## config.mk

```make
export PLATFORM = sky130hd
export DESIGN_NAME = id_ex_stage_reg
export DESIGN_NICKNAME = d
export VERILOG_FILES = /design/src/rtl/mips_pkg.sv /design/src/rtl/load_use_detect.sv /design/src/rtl/id_ex_stage_reg.sv
export SDC_FILE = /design/constraint.sdc
export NUM_CORES = 1
export LEC_CHECK = 0
export CAP_MARGIN = 20
export CORE_MARGIN = 2
export CORE_UTILIZATION = 30
export DETAILED_ROUTE_END_ITERATION = 10
export PLACE_DENSITY = 0.67
export SLEW_MARGIN = 30
export SYNTH_ARGS = -nofsm -noshare
export SYNTH_HDL_FRONTEND = slang
export SYNTH_HIERARCHICAL = 1
export SYNTH_SLANG_ARGS = --single-unit
```

## constraint.sdc

```tcl
create_clock -name clk -period 1.9 [get_ports clk]
set_input_delay 0.475 -clock clk [delete_from_list [all_inputs] [get_ports clk]]
set_output_delay 0.475 -clock clk [all_outputs]
set_load 0.01 [all_outputs]
```

## src/rtl/mips_pkg.sv

```systemverilog
// mips_pkg
//   Shared constants for the MIPS pipeline slice: ALU operation class
//   encodings, register index width, the hard-wired zero register index,
//   and the bit layout of the packed decoder control bundle.
//   pack_ctrl() builds the packed bundle from individual decoder outputs.
package mips_pkg;

  // ALU operation class, as produced by the main decoder
  localparam logic [1:0] ALU_OP_ADD   = 2'b00;  // loads/stores/address add
  localparam logic [1:0] ALU_OP_SUB   = 2'b01;  // branch compare
  localparam logic [1:0] ALU_OP_RTYPE = 2'b10;  // funct field decides
  localparam logic [1:0] ALU_OP_IMM   = 2'b11;  // immediate arithmetic/logic

  // Register file addressing
  localparam int         REG_AW   = 5;
  localparam logic [4:0] REG_ZERO = 5'd0;

  // Packed control bundle layout
  localparam int CTRL_W          = 9;
  localparam int CTRL_REG_DST    = 0;
  localparam int CTRL_ALU_SRC    = 1;
  localparam int CTRL_MEM_READ   = 2;
  localparam int CTRL_MEM_WRITE  = 3;
  localparam int CTRL_MEM_TO_REG = 4;
  localparam int CTRL_REG_WRITE  = 5;
  localparam int CTRL_BRANCH     = 6;
  localparam int CTRL_ALU_OP_LO  = 7;
  localparam int CTRL_ALU_OP_HI  = 8;

  // Pack the individual decoder outputs into one control word.
  function automatic logic [CTRL_W-1:0] pack_ctrl(
    input logic       reg_dst,
    input logic       alu_src,
    input logic       mem_read,
    input logic       mem_write,
    input logic       mem_to_reg,
    input logic       reg_write,
    input logic       branch,
    input logic [1:0] alu_op
  );
    logic [CTRL_W-1:0] w;
    w                                    = '0;
    w[CTRL_REG_DST]                      = reg_dst;
    w[CTRL_ALU_SRC]                      = alu_src;
    w[CTRL_MEM_READ]                     = mem_read;
    w[CTRL_MEM_WRITE]                    = mem_write;
    w[CTRL_MEM_TO_REG]                   = mem_to_reg;
    w[CTRL_REG_WRITE]                    = reg_write;
    w[CTRL_BRANCH]                       = branch;
    w[CTRL_ALU_OP_HI:CTRL_ALU_OP_LO]     = alu_op;
    return w;
  endfunction

endpackage

```

## src/rtl/load_use_detect.sv

```systemverilog
// load_use_detect
//   Combinational load-use hazard detector. A hazard exists when the
//   instruction now in EX is a valid load whose destination (rt) is a
//   non-zero register that the instruction in ID reads.
//   The ID instruction reads rt when it takes its second ALU operand from
//   the register file (alu_src=0) or when it is a store (rt supplies the
//   store data).
// Ports:
//   i_id_valid, i_id_alu_src, i_id_mem_write, i_id_rs, i_id_rt : ID side
//   i_ex_valid, i_ex_mem_read, i_ex_rt                         : EX side
//   o_hazard                                                   : hazard flag
module load_use_detect
  import mips_pkg::*;
#(
  parameter int REG_AW = 5
) (
  input  logic              i_id_valid,
  input  logic              i_id_alu_src,
  input  logic              i_id_mem_write,
  input  logic [REG_AW-1:0] i_id_rs,
  input  logic [REG_AW-1:0] i_id_rt,
  input  logic              i_ex_valid,
  input  logic              i_ex_mem_read,
  input  logic [REG_AW-1:0] i_ex_rt,
  output logic              o_hazard
);

  logic w_uses_rt;
  logic w_ex_rt_nonzero;
  logic w_rs_match;
  logic w_rt_match;

  assign w_uses_rt       = ~i_id_alu_src | i_id_mem_write;
  // Writes to the zero register are discarded, so they never forward.
  assign w_ex_rt_nonzero = (i_ex_rt != REG_AW'(REG_ZERO));
  assign w_rs_match      = (i_ex_rt == i_id_rs);
  assign w_rt_match      = w_uses_rt & (i_ex_rt == i_id_rt);

  assign o_hazard = i_id_valid & i_ex_valid & i_ex_mem_read &
                    w_ex_rt_nonzero & (w_rs_match | w_rt_match);

endmodule

```

## src/rtl/id_ex_stage_reg.sv

```systemverilog
// id_ex_stage_reg
//   ID/EX pipeline boundary register. Latches the decoder control bundle,
//   register operands, sign-extended immediate, PC+4 and register indices
//   from ID into EX, inserts a one-cycle bubble on a load-use hazard and
//   squashes the ID instruction when EX resolves a taken branch.
//
// Flow control (the only handshake in this block):
//   stall is combinational and asserted in the same cycle the hazard is
//   seen; while it is high the PC and IF/ID must not advance, so the ID
//   instruction is re-presented next cycle after the bubble has cleared
//   ex_mem_read. hold freezes every register here (memory wait); flush
//   replaces the ID instruction with a bubble and suppresses stall.
//   Update priority per clock: reset, hold, flush, hazard, normal load.
//   The upstream stage must keep flush asserted for as long as hold is high.
//
// Ports:
//   clk, rst_n          : clock, synchronous active-low reset
//   hold, flush         : freeze / squash controls
//   id_*                : ID stage instruction (valid, control, indices, data)
//   stall               : freeze PC and IF/ID
//   ex_*                : registered EX stage copies of the id_* fields
//   bubble_cnt          : saturating hazard bubble count, only when
//                         MIPS_HAZARD_CNT_EN is defined
module id_ex_stage_reg #(
  parameter int DATA_W = 32,
  parameter int REG_AW = 5
) (
  input  logic              clk,
  input  logic              rst_n,
  input  logic              hold,
  input  logic              flush,
  input  logic              id_valid,
  input  logic              id_reg_dst,
  input  logic              id_alu_src,
  input  logic              id_mem_read,
  input  logic              id_mem_write,
  input  logic              id_mem_to_reg,
  input  logic              id_reg_write,
  input  logic              id_branch,
  input  logic [1:0]        id_alu_op,
  input  logic [REG_AW-1:0] id_rs,
  input  logic [REG_AW-1:0] id_rt,
  input  logic [REG_AW-1:0] id_rd,
  input  logic [DATA_W-1:0] id_rdata1,
  input  logic [DATA_W-1:0] id_rdata2,
  input  logic [DATA_W-1:0] id_imm,
  input  logic [DATA_W-1:0] id_pc4,
  output logic              stall,
  output logic              ex_valid,
  output logic              ex_reg_dst,
  output logic              ex_alu_src,
  output logic              ex_mem_read,
  output logic              ex_mem_write,
  output logic              ex_mem_to_reg,
  output logic              ex_reg_write,
  output logic              ex_branch,
  output logic [1:0]        ex_alu_op,
  output logic [REG_AW-1:0] ex_rs,
  output logic [REG_AW-1:0] ex_rt,
  output logic [REG_AW-1:0] ex_rd,
  output logic [DATA_W-1:0] ex_rdata1,
  output logic [DATA_W-1:0] ex_rdata2,
  output logic [DATA_W-1:0] ex_imm,
  output logic [DATA_W-1:0] ex_pc4
`ifdef MIPS_HAZARD_CNT_EN
  ,
  output logic [15:0]       bubble_cnt
`endif
);

  import mips_pkg::*;

  // --------------------------------------------------------------------
  // Registers
  // --------------------------------------------------------------------
  logic              r_valid;
  logic [CTRL_W-1:0] r_ctrl;
  logic [REG_AW-1:0] r_rs;
  logic [REG_AW-1:0] r_rt;
  logic [REG_AW-1:0] r_rd;
  logic [DATA_W-1:0] r_rdata1;
  logic [DATA_W-1:0] r_rdata2;
  logic [DATA_W-1:0] r_imm;
  logic [DATA_W-1:0] r_pc4;

  // --------------------------------------------------------------------
  // Combinational
  // --------------------------------------------------------------------
  logic [CTRL_W-1:0] w_id_ctrl;
  logic [CTRL_W-1:0] w_id_ctrl_gated;
  logic              w_hazard;
  logic              w_bubble;

  assign w_id_ctrl = pack_ctrl(id_reg_dst, id_alu_src, id_mem_read,
                               id_mem_write, id_mem_to_reg, id_reg_write,
                               id_branch, id_alu_op);

  // An invalid ID slot must never carry side effects into EX, whatever
  // the decoder happens to be driving.
  assign w_id_ctrl_gated = id_valid ? w_id_ctrl : '0;

  load_use_detect #(
    .REG_AW (REG_AW)
  ) u_load_use_detect (
    .i_id_valid     (id_valid),
    .i_id_alu_src   (id_alu_src),
    .i_id_mem_write (id_mem_write),
    .i_id_rs        (id_rs),
    .i_id_rt        (id_rt),
    .i_ex_valid     (r_valid),
    .i_ex_mem_read  (r_ctrl[CTRL_MEM_READ]),
    .i_ex_rt        (r_rt),
    .o_hazard       (w_hazard)
  );

  // A flushed ID instruction is discarded anyway, so it must not stall.
  // During hold the EX contents are frozen, so stall stays high on its own.
  assign stall = w_hazard & ~flush & rst_n;

  // Flush and hazard both replace the EX slot with a bubble.
  assign w_bubble = flush | w_hazard;

  // --------------------------------------------------------------------
  // Stage register
  // --------------------------------------------------------------------
  always_ff @(posedge clk) begin
    if (!rst_n) begin
      r_valid  <= 1'b0;
      r_ctrl   <= '0;          // alu_op field = ALU_OP_ADD
      r_rs     <= '0;
      r_rt     <= '0;
      r_rd     <= '0;
      r_rdata1 <= '0;
      r_rdata2 <= '0;
      r_imm    <= '0;
      r_pc4    <= '0;
    end else if (!hold) begin
      if (w_bubble) begin
        r_valid <= 1'b0;
        r_ctrl  <= '0;
      end else begin
        r_valid <= id_valid;
        r_ctrl  <= w_id_ctrl_gated;
      end
      // Data fields of a bubble are don't-care; loading them keeps the
      // datapath enable simple (only hold gates it).
      r_rs     <= id_rs;
      r_rt     <= id_rt;
      r_rd     <= id_rd;
      r_rdata1 <= id_rdata1;
      r_rdata2 <= id_rdata2;
      r_imm    <= id_imm;
      r_pc4    <= id_pc4;
    end
  end

`ifdef MIPS_HAZARD_CNT_EN
  // Counts hazard bubbles only (not flush bubbles); saturates at all-ones.
  logic [15:0] r_bubble_cnt;

  always_ff @(posedge clk) begin
    if (!rst_n) begin
      r_bubble_cnt <= '0;
    end else if (!hold && !flush && w_hazard && (r_bubble_cnt != 16'hFFFF)) begin
      r_bubble_cnt <= r_bubble_cnt + 16'd1;
    end
  end

  assign bubble_cnt = r_bubble_cnt;
`endif

  // --------------------------------------------------------------------
  // Outputs
  // --------------------------------------------------------------------
  assign ex_valid      = r_valid;
  assign ex_reg_dst    = r_ctrl[CTRL_REG_DST];
  assign ex_alu_src    = r_ctrl[CTRL_ALU_SRC];
  assign ex_mem_read   = r_ctrl[CTRL_MEM_READ];
  assign ex_mem_write  = r_ctrl[CTRL_MEM_WRITE];
  assign ex_mem_to_reg = r_ctrl[CTRL_MEM_TO_REG];
  assign ex_reg_write  = r_ctrl[CTRL_REG_WRITE];
  assign ex_branch     = r_ctrl[CTRL_BRANCH];
  assign ex_alu_op     = r_ctrl[CTRL_ALU_OP_HI:CTRL_ALU_OP_LO];
  assign ex_rs         = r_rs;
  assign ex_rt         = r_rt;
  assign ex_rd         = r_rd;
  assign ex_rdata1     = r_rdata1;
  assign ex_rdata2     = r_rdata2;
  assign ex_imm        = r_imm;
  assign ex_pc4        = r_pc4;

endmodule
```

==> summary.log <==
qor: outcome.status complete, but fails checks
qor: outcome.violations setup timing
qor: power.combPwrFrac 15.7%
qor: global_route.grt_pass1_vias 4922
qor: worst_setup_path.worstPathArrival 1880 ps
qor: clocking.number_of_sinks_handled_by_clock_tree_synthesis 153
qor: timing.finalCriticalPeriod 2350 ps
qor: synthesis.ff_latch_count_synth 153
qor: finish.regArea 3070 um^2
qor: power.max-vdd-ir-drop 567 uV
qor: synthesis.netlist_instances 519
qor: min_path.worst_hold_path_type input pin to flop
qor: drt.drt_pre_antenna_iters 4
qor: placement.gp_congestion 0.763
qor: placement.hpwl 12200 um
qor: synthesis.synth_top_family_by_area multiplexers
qor: worst_setup_path.cpLargestDelayFamily buffers and inverters
qor: die.ioPinCount 311
qor: global_route.groute.usage.overall 17.0%
qor: power.sw_frac_of_total 23.2%
qor: worst_setup_path.worstSetupPathType input pin to primary output
qor: finish.area_of_all_placed_cells_without_fillers 9770 um^2
qor: finish.nets 996
qor: placement.post_dp_cell_area 9010 um^2
qor: timing.setup-violations-final 11
qor: timing.tightestPinTransition 845 ps
qor: power.finalPower 0.00860 W
qor: power.p_leak 4.20 nW
qor: timing.fin_worst_skew 6.68 ps
qor: finish.area_occupied_by_multi_input_gates 2380 um^2
qor: worst_setup_path.startpoint_of_the_worst_setup_timing_path id_mem_write
qor: drt.routed_via_density 4.48
qor: die.effective_utilization_at_floorplan 30.9%
qor: worst_setup_path.worst_path_largest_cell_delay 480 ps
qor: worst_setup_path.cp.buffers_inverters 2
qor: worst_setup_path.timing.rr.start ex_rt[1]
qor: die.die_w 141 um
qor: synthesis.synth.cell_area 5610 um^2
qor: worst_setup_path.worstSetupStartpointType input pin
qor: finish.layout.cells.most_common clkdlybuf4s50_1
qor: synthesis.synth-seq-area-share 54.6%
qor: drt.vias 4837
qor: die.design.die.area 19800 um^2
qor: power.p_sw 0.00199 W
qor: clocking.cts_buffers 17
qor: clocking.clock_path_buffers 2
qor: synthesis.count_of_synthesis_stage_warnings_from_yosys 6
qor: timing.relSlewSlack 43.6%
qor: clocking.clock_insertion_delay_worst_skew 410 ps
qor: clocking.ctsHtreeMaxLevel 4
qor: synthesis.post_synth.cell_area_avg 10.8 um^2
qor: finish.drive_above_1_share 9.75%
qor: global_route.antenna_violations_before_repair 0
qor: synthesis.synth_xor_area_share 1.09%
qor: clocking.root_buffer clkbuf_16
qor: worst_setup_path.worstPathMaxFanout 2
qor: worst_setup_path.data_required_time_of_the_worst_path 1420 ps
qor: drt.antenna_left 0
qor: synthesis.count_of_cell_types_in_the_netlist 24
qor: timing.timing.final.hold_violations 0
qor: global_route.grt_start_max_net_pins 149
qor: drt.number_of_drc_violations_after_detailed_routing_iteration_0 141
qor: timing.grt_setup_unrepaired true
qor: synthesis.postSynthNetCount 676
qor: timing.fin_ws -451 ps
qor: timing.finalSetupTns -1780 ps
qor: worst_setup_path.worstPathCellList clkdlybuf4s50_1 -> nand2b_4 -> o2111a_1 -> nand3_1 -> a21oi_2 -> nor3b_2 -> buf_2
qor: timing.slew_limit_fails 0
qor: die.core_region_area 18100 um^2
qor: finish.layoutNonFillerInstCount 1080
qor: finish.antenna_cells 0
qor: drt.route.detailed.wl_per_inst 15.8 um
qor: min_path.timing.hold.worst.start id_rs[0]
qor: worst_setup_path.slowest_stage clkdlybuf4s50_1
qor: job.max_cap_violations 0
qor: finish.layout.cells.most_common_list clkdlybuf4s50_1, mux2i_1, dfxtp_1
qor: die.die_height 141 um
qor: global_route.first_pass_grt_wire_length 26500 um
qor: synthesis.synth-simple-area-share 10.8%
qor: placement.dp.cells 1045
qor: placement.buffer_ports.inserted 310
qor: timing.layout_worst_path_cycle_share 124%
qor: power.power_density 881 nW/um^2
qor: power.power.share.clock 43.6%
qor: drt.routed_wirelength 17000 um
qor: synthesis.yosys.area_share.adder 0%
qor: drt.drc_errors 0
qor: global_route.overflow 0
qor: synthesis.portion_of_netlist_area_occupied_by_mux_cells 27.1%
qor: timing.clock.fmax 0.425 GHz
qor: worst_setup_path.cp-end-kind primary output
qor: finish.layout.filler_cells 1692
qor: synthesis.synth_compound_gate_area_share 1.96%
qor: power.sequentialPowerShare 40.7%
qor: die.placementRows 49
qor: finish.synthToLayoutAreaGrowth 74.2%
qor: clocking.tritoncts yes
qor: clocking.clk_slew_on_worst_s_h_paths 60 ps
qor: power.internal-power 0.00661 W
-- tightest hold or removal path, stage by stage --
cell	delay [ps]
dlygate4sd2_1	230
mux2i_1	70
nor2_1	70
-- power groups by stage --
| stage | Clock [W] | Sequential (W) | Combinational (W) |
|---|---|---|---|
| 5_1_grt | 0.00401 | 0.00352 | 0.00145 |
| 3_5_place_dp | 0 | 0.00357 | 0.00134 |
| 6_report | 0.00375 | 0.00350 | 0.00135 |
| 2_1_floorplan | 0 | 0.00365 | 0.000432 |
| 4_1_cts | 0.00386 | 0.00350 | 0.00136 |
| 3_3_place_gp | 0 | 0.00356 | 0.00134 |
-- area by class of cell --
type	count	area share (%)
inverter	5	0.218
clock inverter	13	2.17
multi-input combinational	327	24.4
timing repair buffer	335	34.4
clock buffer	18	4.50
tap	229	2.93
sequential	153	31.5
-- metrics by stage --
step | utilization (%) | worst slack (ps) | hold slack [ps]
2_1_floorplan | - | 19.0 | 535
3_3_place_gp | 49.6 | -949 | 472
3_5_place_dp | 49.6 | -963 | 483
4_1_cts | 53.7 | -428 | 453
5_1_grt | 53.8 | -536 | 495
6_report | 53.8 | -451 | 477
-- logic make-up (layout without fill, tap and decap cells) --
family,after synthesis,after routing
AND/OR/NAND/NOR,154,154
multiplexers,152,152
flip-flops,153,153
buffers and inverters,39,371
XOR/XNOR,7,7
AO/OA/AOI/OAI,14,14
-- worst paths after layout --
kind	end	slack [ps]	depth (start not counted)
max	stall	-450	7
min	ex_rs[0]	480	3
max reg2reg	r_ctrl[5]	-140	7
min reg2reg	ex_pc4[13]	490	2
-- Yosys cell counts --
cell / instances / share of area (%)
nor2b_1: 1 / 0.11
nor3b_1: 1 / 0.13
dfxtp_1: 153 / 55
buf_6: 8 / 1.6
nand2b_1: 3 / 0.33
nand3_1: 2 / 0.18
xnor2_1: 2 / 0.31
inv_2: 2 / 0.13
xor2_1: 5 / 0.78
or4_1: 1 / 0.13
o2111ai_1: 1 / 0.16
buf_1: 6 / 0.40
buf_2: 1 / 0.089
mux2i_1: 152 / 27
inv_1: 3 / 0.20
a21oi_1: 1 / 0.089
nor2_1: 144 / 9.6
clkbuf_1: 9 / 0.60
nor3_1: 1 / 0.089
a222oi_1: 1 / 0.18
o2111a_1: 1 / 0.20
a211oi_1: 10 / 1.3
buf_4: 10 / 1.3
or3b_1: 1 / 0.16
-- flip-flops by register name, indices dropped and copies added, names as in the netlist --
name / count
ex_imm: 32
r_ctrl: 9
ex_rdata1: 32
ex_rd: 5
ex_rt: 5
ex_pc4: 32
ex_valid: 1
ex_rdata2: 32
ex_rs: 5
-- routing by layer --
layer	vias up	track usage, %	part of all wire, %
li1	2385	-	-
met1	2206	19.4	41
met2	228	28.1	46
met3	18	7.85	11
met4	0	6.16	1.5
met5	-	0	0
-- repair_timing --
action / in CTS / in global routing
setup buffers: 5 / 1
pin swaps: 14 / 7
endpoints found under the setup margin: 19 / 11
resized for setup: 40 / 4
endpoints found under the hold margin: 0 / 0
cloned: 1 / 0
hold buffers: 0 / 0
(Power assumes the default switching activity.)
